[src/rtl/seq_divider.sv]
// seq_divider: iterative radix-2 restoring signed divider, Z = {remainder, quotient}.
// Define DIV_UNSIGNED_EN to add the is_unsigned port for unsigned divisions.
module seq_divider #(
  parameter int WIDTH = 32
) (
  input  logic               clk,
  input  logic               clr_n,
  input  logic               start,
  input  logic [WIDTH-1:0]   A,
  input  logic [WIDTH-1:0]   B,
`ifdef DIV_UNSIGNED_EN
  input  logic               is_unsigned,
`endif
  output logic [2*WIDTH-1:0] Z,
  output logic               busy,
  output logic               done,
  output logic               div_by_zero
);
  localparam int CW = $clog2(WIDTH);
  typedef enum logic [1:0] {IDLE, CALC, FIX} state_t;
  state_t state;
  logic [WIDTH-1:0] rem, quo, dvs, mag_a, mag_b, q_fix, r_fix;
  logic [WIDTH:0] rem_sh, trial;
  logic [CW-1:0] cnt;
  logic sign_q, sign_r, uns;
`ifdef DIV_UNSIGNED_EN
  assign uns = is_unsigned;
`else
  assign uns = 1'b0;
`endif
  // a zero divisor leaves |A| in quo, so re-applying the dividend sign restores A
  always_comb begin
    mag_a = (!uns && A[WIDTH-1]) ? -A : A;
    mag_b = (!uns && B[WIDTH-1]) ? -B : B;
    rem_sh = {rem, quo[WIDTH-1]};
    trial = rem_sh - {1'b0, dvs};
    q_fix = (dvs == '0) ? '1 : sign_q ? -quo : quo;
    r_fix = (dvs == '0) ? (sign_r ? -quo : quo) : sign_r ? -rem : rem;
  end
  always_ff @(posedge clk) begin
    if (!clr_n) begin
      state <= IDLE;
      Z <= '0;
      busy <= 1'b0;
      done <= 1'b0;
      div_by_zero <= 1'b0;
      rem <= '0;
      quo <= '0;
      dvs <= '0;
      cnt <= '0;
      sign_q <= 1'b0;
      sign_r <= 1'b0;
    end else begin
      done <= 1'b0;
      case (state)
        IDLE: if (start) begin
          sign_q <= !uns && (A[WIDTH-1] ^ B[WIDTH-1]);
          sign_r <= !uns && A[WIDTH-1];
          quo <= mag_a;
          dvs <= mag_b;
          rem <= '0;
          cnt <= '0;
          busy <= 1'b1;
          state <= (B == '0) ? FIX : CALC;
        end
        CALC: begin
          rem <= trial[WIDTH] ? rem_sh[WIDTH-1:0] : trial[WIDTH-1:0];
          quo <= {quo[WIDTH-2:0], ~trial[WIDTH]};
          cnt <= cnt + 1'b1;
          if (cnt == CW'(WIDTH-1)) state <= FIX;
        end
        FIX: begin
          Z <= {r_fix, q_fix};
          div_by_zero <= (dvs == '0);
          done <= 1'b1;
          busy <= 1'b0;
          state <= IDLE;
        end
        default: state <= IDLE;
      endcase
    end
  end
endmodule

[config.mk]
export PLATFORM = sky130hd
export DESIGN_NAME = seq_divider
export DESIGN_NICKNAME = d
export VERILOG_FILES = /design/src/rtl/seq_divider.sv
export SDC_FILE = /design/constraint.sdc
export NUM_CORES = 1
export LEC_CHECK = 0
export BUFFER_PORTS_ARGS = -buffer_cell sky130_fd_sc_hd__buf_2
export CORE_ASPECT_RATIO = 1.2
export CORE_MARGIN = 4
export CORE_UTILIZATION = 27
export CTS_CLUSTER_DIAMETER = 150
export DETAILED_ROUTE_END_ITERATION = 16
export GPL_ROUTABILITY_DRIVEN = 0
export MAX_ROUTING_LAYER = met4
export PLACE_DENSITY = 0.4
export REMOVE_ABC_BUFFERS = 1
export SYNTH_ARGS = -nofsm -noshare
export SYNTH_HDL_FRONTEND = slang
export SYNTH_SLANG_ARGS = --single-unit
[constraint.sdc]
create_clock -name clk -period 3.5 [get_ports clk]
set_input_delay 0.525 -clock clk [delete_from_list [all_inputs] [get_ports clk]]
set_output_delay 0.525 -clock clk [all_outputs]
set_load 0.01 [all_outputs]
==> impl_metrics.csv, run 1 <==
group,metric,value,unit
synthesis,ys_ff_latch,172,
clocking,postCtsSetupBuffers,0,
clocking,cts_root_buffer,"clkbuf_16",
critical_path,end_kind,"flop",
final_layout,num_antenna_cells,0,
detailed_routing,drt-pass1-iter-count,5,
pwr,ir_worst_vdd,0.829,mV
flow_run,maxCapViolCount,0,
sta,hold_viol,0,
clocking,htreeDepth,4,
sta,period_needed,3.07,ns
synthesis,yosysUniqueCellTypes,78,
die,ios,134,
critical_path,required,3.89,ns
pwr,cellPowerDensity,831,nW/µm²
synthesis,syn_avg_cell_area,7.80,µm²
synthesis,async_flop_share,0,%
synthesis,synthFlopType,"dfxtp_1",
outcome,run_status,"completed",
sta,fin_crit_sh,87.8,%
sta,hold_slack,0.374,ns
detailed_routing,postRouteAntennaNets,0,
clocking,cts_tree,"done",
sta,finalClockSkew,0.0128,ns
placement,post_dp_cell_area,13300,µm²
critical_path,worstPathArrival,3.46,ns
sta,rsz0062_at_grt,"no",
final_layout,final_nets,1730,
critical_path,critical_path_class,"reg2reg",
final_layout,fin_util,31.9,%
clocking,postCtsHoldBufs,0,
final_layout,drive_above_1_share,15.4,%
final_layout,fin_area,14000,µm²
global_route,antenna_found_initial,0,
synthesis,synth_area,12000,µm²
die,start_util,27.3,%
synthesis,ys_seq_area_share,28.8,%
global_route,track_usage,17.3,%
critical_path,start_kind,"flop",
sta,drv_slew,0,
sta,finalSetupViolations,0,
clocking,path_clk_slew,0.07,ns
final_layout,fin_cells,2194,
worst_hold_path,hp-class,"in2reg",
synthesis,ys_warn_count,0,
global_route,grt_pass1_wl,64700,µm
clocking,clock_latency,0.45,ns
clocking,post_cts_resized,0,
placement,hpwl,31200,µm
die,core_area,43800,µm²
die,die_w,200,µm
placement,placed_cells,2164,
detailed_routing,via_per_inst,5.24,
die,die_y,239,µm
final_layout,area_growth,16.9,%
sta,max_freq,326,MHz
global_route,grt_pass1_vias,11075,
clocking,cts.sink_count,172,
global_route,grt_max_degree,69,
detailed_routing,wl_per_cell,18.8,µm
clocking,cts_made_buffers,17,
clocking,clockBufferDepth,2,
die,fp-row-count,84,
pwr,p_leak,5.84,nW
die,die_area,47800,µm²
critical_path,crit_fanout,7,
synthesis,synth_edf_count,0,
detailed_routing,drcViolationCount,0,
placement,placement.io_buffers,133,
sta,slew_headroom,41.4,%
detailed_routing,drt_iter0_markers,737,
detailed_routing,num_vias,11502,
global_route,grt_overflow,0,
synthesis,synthCells,1535,
sta,worst_slew_pin_slew,0.879,ns
detailed_routing,wl,41300,µm
[cell families after synthesis]
group           after synthesis  synth area share (%)
mux                          35                  3.47
compound gates              487                  27.1
xor+xnor                    150                  11.0
simple gates                488                  20.2
fa+ha+maj                    39                  4.14
flops                       172                  28.8
buf+inv                     164                  5.41
[Yosys cell counts (3+ instances only)]
library cell / count / area, µm²
nand4_1: 15 / 93.8
a31oi_1: 16 / 100
nor2b_1: 13 / 81.3
a31o_2: 3 / 26.3
o21ai_0: 146 / 731
mux4_2: 5 / 113
and2_1: 15 / 93.8
o22ai_1: 4 / 25.0
o21a_1: 6 / 45.0
or3_1: 28 / 175
inv_1: 50 / 188
o2111ai_1: 5 / 43.8
nor3_1: 32 / 160
nand2_1: 212 / 796
buf_1: 8 / 30.0
a22oi_1: 4 / 30.0
a21oi_1: 96 / 480
or4_1: 15 / 113
or2_2: 7 / 43.8
o221ai_1: 15 / 131
a32oi_1: 8 / 70.1
buf_4: 3 / 22.5
a211oi_1: 6 / 45.0
xnor2_1: 60 / 526
xor2_1: 90 / 788
o211ai_1: 23 / 173
dfxtp_1: 172 / 3440
buf_2: 4 / 20.0
ha_1: 38 / 475
and3_1: 8 / 50.1
clkbuf_1: 95 / 357
o31ai_1: 33 / 248
o21bai_1: 4 / 30.0
mux2i_1: 28 / 280
nor2_1: 57 / 214
o41ai_2: 4 / 65.1
nand3_1: 28 / 140
o41ai_1: 13 / 114
o211a_1: 35 / 350
nand2b_1: 14 / 87.6
nor3b_1: 6 / 45.0
nor4_1: 19 / 119
a21o_1: 8 / 60.1
a21boi_0: 35 / 263
a221oi_1: 6 / 52.6
[worst max-delay path: stages, from the launching register on]
cell and delay, ns:
dfxtp_1 0.41, nor4_1 0.69, nand3_1 0.37, or2_2 0.42, or3_1 0.40, a31oi_1 0.20, a21oi_1 0.10, o41ai_1 0.23
and2_1 0.17
[power by group]
group / internal [mW] / switching (mW)
logic: 2.93 / 3.92
clock network: 1.37 / 0.841
registers: 2.18 / 0.385
total: 6.48 / 5.15
[path summary, 6_finish.rpt]
path	start	endpoint	slack, ns	cells after the start
setup / recovery	quo[1]	Z[45]	0.43	8
hold / removal	B[0]	dvs[0]	0.37	3
setup reg to reg	quo[1]	Z[45]	0.43	8
hold reg to reg	Z[37]	Z[37]	0.46	2
[state kept, by name, indices dropped and copies added, names as in the netlist]
| name | flops |
|---|---|
| rem | 32 |
| quo | 32 |
| cnt | 5 |
| state | 2 |
| done | 1 |
| sign_r | 1 |
| div_by_zero | 1 |
| busy | 1 |
| Z | 64 |
| sign_q | 1 |
| dvs | 32 |
[per-stage QoR]
stage | total power, mW | setup TNS, ns | setup slack (ns)
finish | 11.6 | 0 | 0.428
floorplan | 5.71 | -12.06 | -0.464
CTS | 11.8 | 0 | 0.435
detailed placement | 9.49 | 0 | 0.417
global placement | 9.49 | 0 | 0.461
global route | 12.6 | 0 | 0.158
[layout by cell type, fill, tap and decap left out, drive strengths merged, types with 35 or more instances in the layout]
| cell type | n |
|---|---|
| xor2 | 90 |
| buf | 183 |
| a21boi | 35 |
| o21ai | 146 |
| ha | 38 |
| nand2 | 214 |
| inv | 50 |
| o211a | 35 |
| xnor2 | 60 |
| a21oi | 96 |
| nor2 | 57 |
| dfxtp | 172 |
[layout make-up]
cell class / instances / area (µm²)
inverters: 51 / 191
multi-input cells: 1199 / 7910
repair buffers: 183 / 1080
well taps: 559 / 699
flip-flops and latches: 172 / 3440
clock buffers: 20 / 457
clock inverters: 10 / 214
fillers: 4708 / 29800
[routing by layer]
layer	routed length, µm	global-route usage [%]
met1	19600	22.6
met2	19500	28.1
met5	0	-
met4	773	4.95
met3	1440	2.35
Note: power is estimated with default switching activity, not from simulation.
==> run 2, diff against run 1 <==
==> constraint.sdc (replaced) <==
create_clock -name clk -period 3.95 [get_ports clk]
set_input_delay 0.5925 -clock clk [delete_from_list [all_inputs] [get_ports clk]]
set_output_delay 0.5925 -clock clk [all_outputs]
set_load 0.01 [all_outputs]
==> run 2 against run 1 <==
  * Hold slack better by 0.070 ns
  * Critical endpoint is now rem[8]
  * Via count decreased by 1.8%
  * Global-route usage down 0.16 points
  * Register-to-register slack improved by 0.29 ns
  * Sequential share of layout area is 0.32 points higher
  * Clock power down 18%
  * Largest cell class unchanged
  * Largest power group unchanged
  * Setup slack gained 0.29 ns
  * Sequential power decreased by 9.8%
==> impl_metrics.csv, run 2 (same netlist as run 1, synthesis figures left out) <==
group,metric,value,unit
detailed_routing,drt-pass1-iter-count,6,
sta,worst_slew_pin_slew,0.771,ns
global_route,grt_util_met3,2.29,%
sta,rsz0062_at_grt,"no",
clocking,postCtsHoldBufs,0,
sta,slew_headroom,48.5,%
clocking,clockBufferDepth,2,
global_route,use_met1,22.0,%
global_route,grt_pass1_vias,11023,
pwr,pwr-share-seq,23.0,%
final_layout,drive_above_1_share,14.7,%
die,start_util,27.3,%
clocking,postCtsSetupBuffers,0,
clocking,cts_made_buffers,17,
critical_path,worstPathArrival,3.55,ns
sta,drv_slew,0,
clocking,cts_root_buffer,"clkbuf_16",
worst_hold_path,min-delay-start,"B[0]",
die,die_w,200,µm
pwr,ir_worst_vdd,0.701,mV
global_route,antenna_found_initial,0,
sta,hold_viol,0,
pwr,power.net_switching,4.55,mW
critical_path,end_kind,"flop",
critical_path,critical_path_class,"reg2reg",
global_route,top_usage_layer,"met2",
sta,period_needed,3.23,ns
pwr,p_int,5.48,mW
detailed_routing,postRouteAntennaNets,0,
die,ios,134,
sta,fin_ws,0.722,ns
sta,finalClockSkew,0.0129,ns
final_layout,fin_area,13800,µm²
placement,post-place-ws,0.666,ns
detailed_routing,num_vias,11296,
global_route,grt_pass1_wl,64100,µm
global_route,grt_overflow,0,
final_layout,seq_area,3440,µm²
final_layout,final_cell_mix,"nand2_1 (212), dfxtp_1 (171), o21ai_0 (146)",
die,core_area,43800,µm²
pwr,netSwitchingFraction,45.4,%
critical_path,crit_fanout,28,
worst_hold_path,holdPathEnd,"dvs[0]",
sta,fin_crit_sh,81.7,%
clocking,path_clk_slew,0.07,ns
critical_path,r2r_slack,0.72,ns
detailed_routing,drt_iter0_markers,682,
pwr,cellPowerDensity,726,nW/µm²
final_layout,largest_reg_flops,64,
clocking,clock_latency,0.45,ns
detailed_routing,via_per_inst,5.18,
detailed_routing,wl_per_cell,18.8,µm
clocking,cts.sink_count,172,
global_route,grt_max_degree,130,
critical_path,regToRegStartpoint,"rem[5]",
outcome,run_status,"completed",
final_layout,largest_register,"Z",
sta,max_freq,310,MHz
clocking,htreeDepth,4,
die,fp-row-count,84,
worst_hold_path,hp-class,"in2reg",
placement,placement.io_buffers,133,
critical_path,required,4.27,ns
pwr,clockPowerShare,18.0,%
pwr,p_leak,5.73,nW
detailed_routing,wl,41000,µm
critical_path,reg2regPathDepth,10,
pwr,combPwrFrac,59.0,%
final_layout,area_growth,15.4,%
die,die_area,47800,µm²
detailed_routing,drcViolationCount,0,
critical_path,start_kind,"flop",
final_layout,layout_commonest_cell,"nand2_1",
critical_path,worst_r2r_endpoint,"rem[8]",
placement,hpwl,30700,µm
final_layout,final_nets,1715,
global_route,track_usage,17.1,%
clocking,cts_tree,"done",
final_layout,multiInputGateArea,7910,µm²
die,die_y,239,µm
pwr,finalPower,10.0,mW
final_layout,fillers,4716,
final_layout,num_antenna_cells,0,
sta,hold_slack,0.444,ns
worst_hold_path,min_path_cells,3,
global_route,use_met2,29.0,%
clocking,post_cts_resized,0,
placement,post_dp_cell_area,13200,µm²
sta,finalSetupViolations,0,
flow_run,maxCapViolCount,0,
[run 2: changes by cell type in the layout (fill, tap and decap cells not counted), moves of 2 or more]
cell,change
bufinv_16,-3
buf_4,-14
clkinvlp_4,+2
inv_6,+3
[run 2: worst max path at each step]
stage / start / to / slack, ns / cells past startpoint
2_1_floorplan: state[0] / dvs[1] / -0.01 / 5
3_3_place_gp: B[6] / state[1] / 0.64 / 9
3_5_place_dp: B[2] / state[1] / 0.67 / 9
4_1_cts: rem[5] / rem[8] / 0.72 / 10
5_1_grt: rem[5] / rem[30] / 0.52 / 10
6_report: rem[5] / rem[8] / 0.72 / 10
[run 2: critical path, cell delays in order, from the launching register on]
cell and delay (ns):
dfxtp_1 0.53, ha_1 0.34, o21a_1 0.23, o2111ai_1 0.22
o21ba_2 0.22, o311a_1 0.39, or3_1 0.37, nand3_1 0.08
buf_4 0.40, mux2i_1 0.23, o21ai_0 0.09
[run 2: routing by layer]
metal,up-vias,routed length [µm]
li1,5726,-
met1,5336,19300
met2,206,19900
met3,28,1300
met4,0,491
met5,-,0
[run 2: power groups by stage]
stage / Sequential (mW) / Combinational (mW) / Clock, mW
global placement: 2.34 / 5.95 / 0
detailed placement: 2.34 / 5.94 / 0
finish: 2.31 / 5.92 / 1.81
CTS: 2.30 / 5.96 / 1.86
floorplan: 2.13 / 3.27 / 0
global route: 2.35 / 6.63 / 1.92
[run 2: area by class of cell]
type	count	share of cell area (%)
sequential	172	24.9
tap	559	5.06
multi-input combinational	1199	57.2
timing repair buffer	168	6.92
clock buffer	20	3.31
inverter	51	1.39
clock inverter	12	1.17
[run 2: through the flow]
stage               util (%)  std cells  TNS (ns)
global route            31.5       2181         0
global placement        30.1       2149         0
CTS                     31.5       2181         0
finish                  31.5       2181         0
floorplan                  -       1422   -0.0137
detailed placement      30.1       2149         0
==> run 3, diff against run 2 <==
--- a/config.mk
+++ b/config.mk
@@ -5,6 +5,7 @@
 export SDC_FILE = /design/constraint.sdc
 export NUM_CORES = 1
 export LEC_CHECK = 0
+export ABC_AREA = 1
 export BUFFER_PORTS_ARGS = -buffer_cell sky130_fd_sc_hd__buf_2
 export CORE_ASPECT_RATIO = 1.2
 export CORE_MARGIN = 4
@@ -13,7 +14,7 @@
 export DETAILED_ROUTE_END_ITERATION = 16
 export GPL_ROUTABILITY_DRIVEN = 0
 export MAX_ROUTING_LAYER = met4
-export PLACE_DENSITY = 0.4
+export PLACE_DENSITY = 0.41
 export REMOVE_ABC_BUFFERS = 1
 export SYNTH_ARGS = -nofsm -noshare
 export SYNTH_HDL_FRONTEND = slang
==> constraint.sdc (replaced) <==
create_clock -name clk -period 2.9 [get_ports clk]
set_input_delay 0.435 -clock clk [delete_from_list [all_inputs] [get_ports clk]]
set_output_delay 0.435 -clock clk [all_outputs]
set_load 0.01 [all_outputs]
==> run 3 against run 2 <==
  * Routed wire length grew 35%
  * Clock skew up 0.0041 ns
  * Sequential power grew 24%
  * Sequential share of layout area fell by 2.7 points
  * Combinational power decreased by 22%
  * Fmax is 23% higher
  * Critical path depth grew 7
==> impl_metrics.csv, run 3 <==
group,metric,value,unit
clocking,path_clk_slew,0.07,ns
sta,fin_crit_sh,90.4,%
critical_path,regToRegStartpoint,"quo[31]",
global_route,grt_max_degree,70,
synthesis,yosysMostFrequentCell,"nand2_1",
synthesis,synth_top_family_by_area,"simple AND/OR/NAND/NOR gates",
synthesis,ys_warn_count,0,
synthesis,ys_ff_latch,172,
die,die_w,212,µm
critical_path,end_kind,"flop",
sta,rsz0062_at_grt,"no",
final_layout,fin_area,15500,µm²
synthesis,synthTopCellsByArea,"dfxtp_1 (25%), nand2_1 (18%), inv_1 (8.3%)",
die,die_y,253,µm
global_route,track_usage,20.9,%
detailed_routing,drt_iter0_markers,926,
synthesis,synth-simple-area-share,36.6,%
final_layout,final_cell_mix,"nand2_1 (637), inv_1 (301), nor2_1 (226)",
global_route,grt_pass1_wl,85300,µm
global_route,grt_pass1_vias,14585,
sta,setup_tns,0,ns
die,fp-row-count,89,
sta,max_freq,382,MHz
clocking,clockBufferDepth,2,
clocking,cts_made_buffers,17,
sta,hold_viol,0,
critical_path,crit_end,"rem[10]",
synthesis,ys_top_cells_by_count,"nand2_1 (637), inv_1 (301), nor2_1 (229)",
placement,placement.io_buffers,133,
global_route,grt_overflow,0,
detailed_routing,wl,55500,µm
final_layout,drive_above_1_share,10.8,%
synthesis,synth_area,13500,µm²
final_layout,area_growth,14.4,%
synthesis,netlist.area_leader.share,25.4,%
final_layout,num_antenna_cells,0,
clocking,cts_tree,"done",
sta,finalSetupViolations,0,
placement,hpwl,43700,µm
synthesis,synthFlopType,"dfxtp_1",
detailed_routing,drcViolationCount,0,
synthesis,syn_avg_cell_area,5.90,µm²
critical_path,worstPathArrival,2.93,ns
die,die_area,53800,µm²
final_layout,fin_util,31.4,%
final_layout,layout_commonest_cell,"nand2_1",
flow_run,maxCapViolCount,0,
die,start_util,27.4,%
synthesis,netlist.top_cell.by_area,"dfxtp_1",
synthesis,synth_mux_area_share,0,%
detailed_routing,postRouteAntennaNets,0,
sta,slew_headroom,37.4,%
final_layout,largest_register,"Z",
synthesis,synthCells,2297,
synthesis,synthAdderAreaFrac,3.66,%
critical_path,critical_path_class,"reg2reg",
sta,worst_slew_pin_slew,0.936,ns
critical_path,r2r_slack,0.28,ns
pwr,finalPower,9.99,mW
detailed_routing,wl_per_cell,18.3,µm
final_layout,final_nets,2491,
clocking,cts_root_buffer,"clkbuf_16",
final_layout,fillers,5709,
final_layout,largest_reg_flops,64,
synthesis,yosysUniqueCellTypes,50,
global_route,antenna_found_initial,0,
outcome,run_status,"completed",
detailed_routing,via_per_inst,4.93,
sta,finalClockSkew,0.0170,ns
detailed_routing,drt-pass1-iter-count,5,
pwr,cellPowerDensity,644,nW/µm²
critical_path,required,3.21,ns
synthesis,ys_seq_area_share,25.4,%
clocking,clock_latency,0.47,ns
synthesis,synth-compound-area-share,17.1,%
synthesis,synth_xor_area_share,5.30,%
sta,period_needed,2.62,ns
clocking,cts.sink_count,172,
synthesis,async_flop_share,0,%
critical_path,critPathLaunch,"quo[31]",
placement,post-place-ws,0.214,ns
worst_hold_path,hp-class,"in2reg",
pwr,p_leak,7.50,nW
pwr,ir_worst_vdd,0.442,mV
sta,drv_slew,0,
die,ios,134,
clocking,postCtsHoldBufs,0,
sta,fin_ws,0.280,ns
detailed_routing,num_vias,14945,
placement,post_dp_cell_area,14900,µm²
clocking,htreeDepth,4,
die,core_area,49400,µm²
critical_path,reg2regPathDepth,17,
critical_path,crit_fanout,33,
critical_path,worst_r2r_endpoint,"rem[10]",
synthesis,synth_edf_count,0,
critical_path,start_kind,"flop",
-- run 3: critical path: stages (launching register included) --
cell and delay, ns:
dfxtp_1 0.39, inv_1 0.09, ha_1 0.24, fa_1 0.41, inv_1 0.09, nand2_1 0.05, nand2_1 0.07, nand3_1 0.08
nand2_2 0.12, nand2_1 0.07, nand2_2 0.08, nand2_2 0.06, nand2_1 0.09, nand2_1 0.13, nand2_8 0.23, nand2_1 0.10
nand3_1 0.09, a21oi_1 0.06
-- run 3: metrics by stage --
step	hold WS, ns	cells
finish	0.253	3034
global route	0.267	3034
CTS	0.228	3033
detailed placement	0.467	3002
global placement	0.455	3002
floorplan	0.445	2201
-- run 3: repair_timing --
| action | in CTS | in global routing |
|---|---|---|
| resized for setup | 0 | 2 |
| setup buffers | 0 | 1 |
| setup endpoints to repair | 0 | 24 |
-- run 3: routing by layer --
metal	part of all wire (%)	track usage, %	routed length [µm]	up-vias
li1	-	-	-	7556
met1	43	25.3	24100	7039
met2	51	37.1	28500	293
met3	2.9	1.78	1600	57
met4	2.3	6.02	1280	0
met5	0	-	0	-
-- run 3: cell families (layout without fill, tap and decap cells) --
group,Yosys count,count (layout)
fa+ha+maj,39,39
buf+inv,406,506
compound gates,432,432
xor+xnor,82,82
simple gates,1166,1166
flops,172,172
-- run 3: worst min path at each step --
| stage | from | cells past startpoint | slack (ns) | end |
|---|---|---|---|---|
| after floorplan | cnt[4] | 2 | 0.45 | cnt[4] |
| after global placement | cnt[4] | 2 | 0.46 | cnt[4] |
| after detailed placement | cnt[4] | 2 | 0.47 | cnt[4] |
| after CTS | B[1] | 3 | 0.23 | dvs[1] |
| after global routing | B[0] | 3 | 0.27 | dvs[0] |
| final | B[1] | 3 | 0.25 | dvs[1] |
-- run 3: layout make-up --
| class | instances | area [µm²] | area share (%) |
|---|---|---|---|
| clock buffers | 20 | 447 | 2.88 |
| flip-flops and latches | 172 | 3440 | 22.2 |
| clock inverters | 11 | 169 | 1.09 |
| repair buffers | 165 | 943 | 6.09 |
| multi-input cells | 1719 | 8540 | 55.1 |
| well taps | 637 | 797 | 5.14 |
| inverters | 310 | 1160 | 7.51 |
-- run 3: where the power goes --
group	internal [mW]	switching (mW)
combinational	1.44	3.17
clock	1.46	1.06
sequential	2.58	0.290
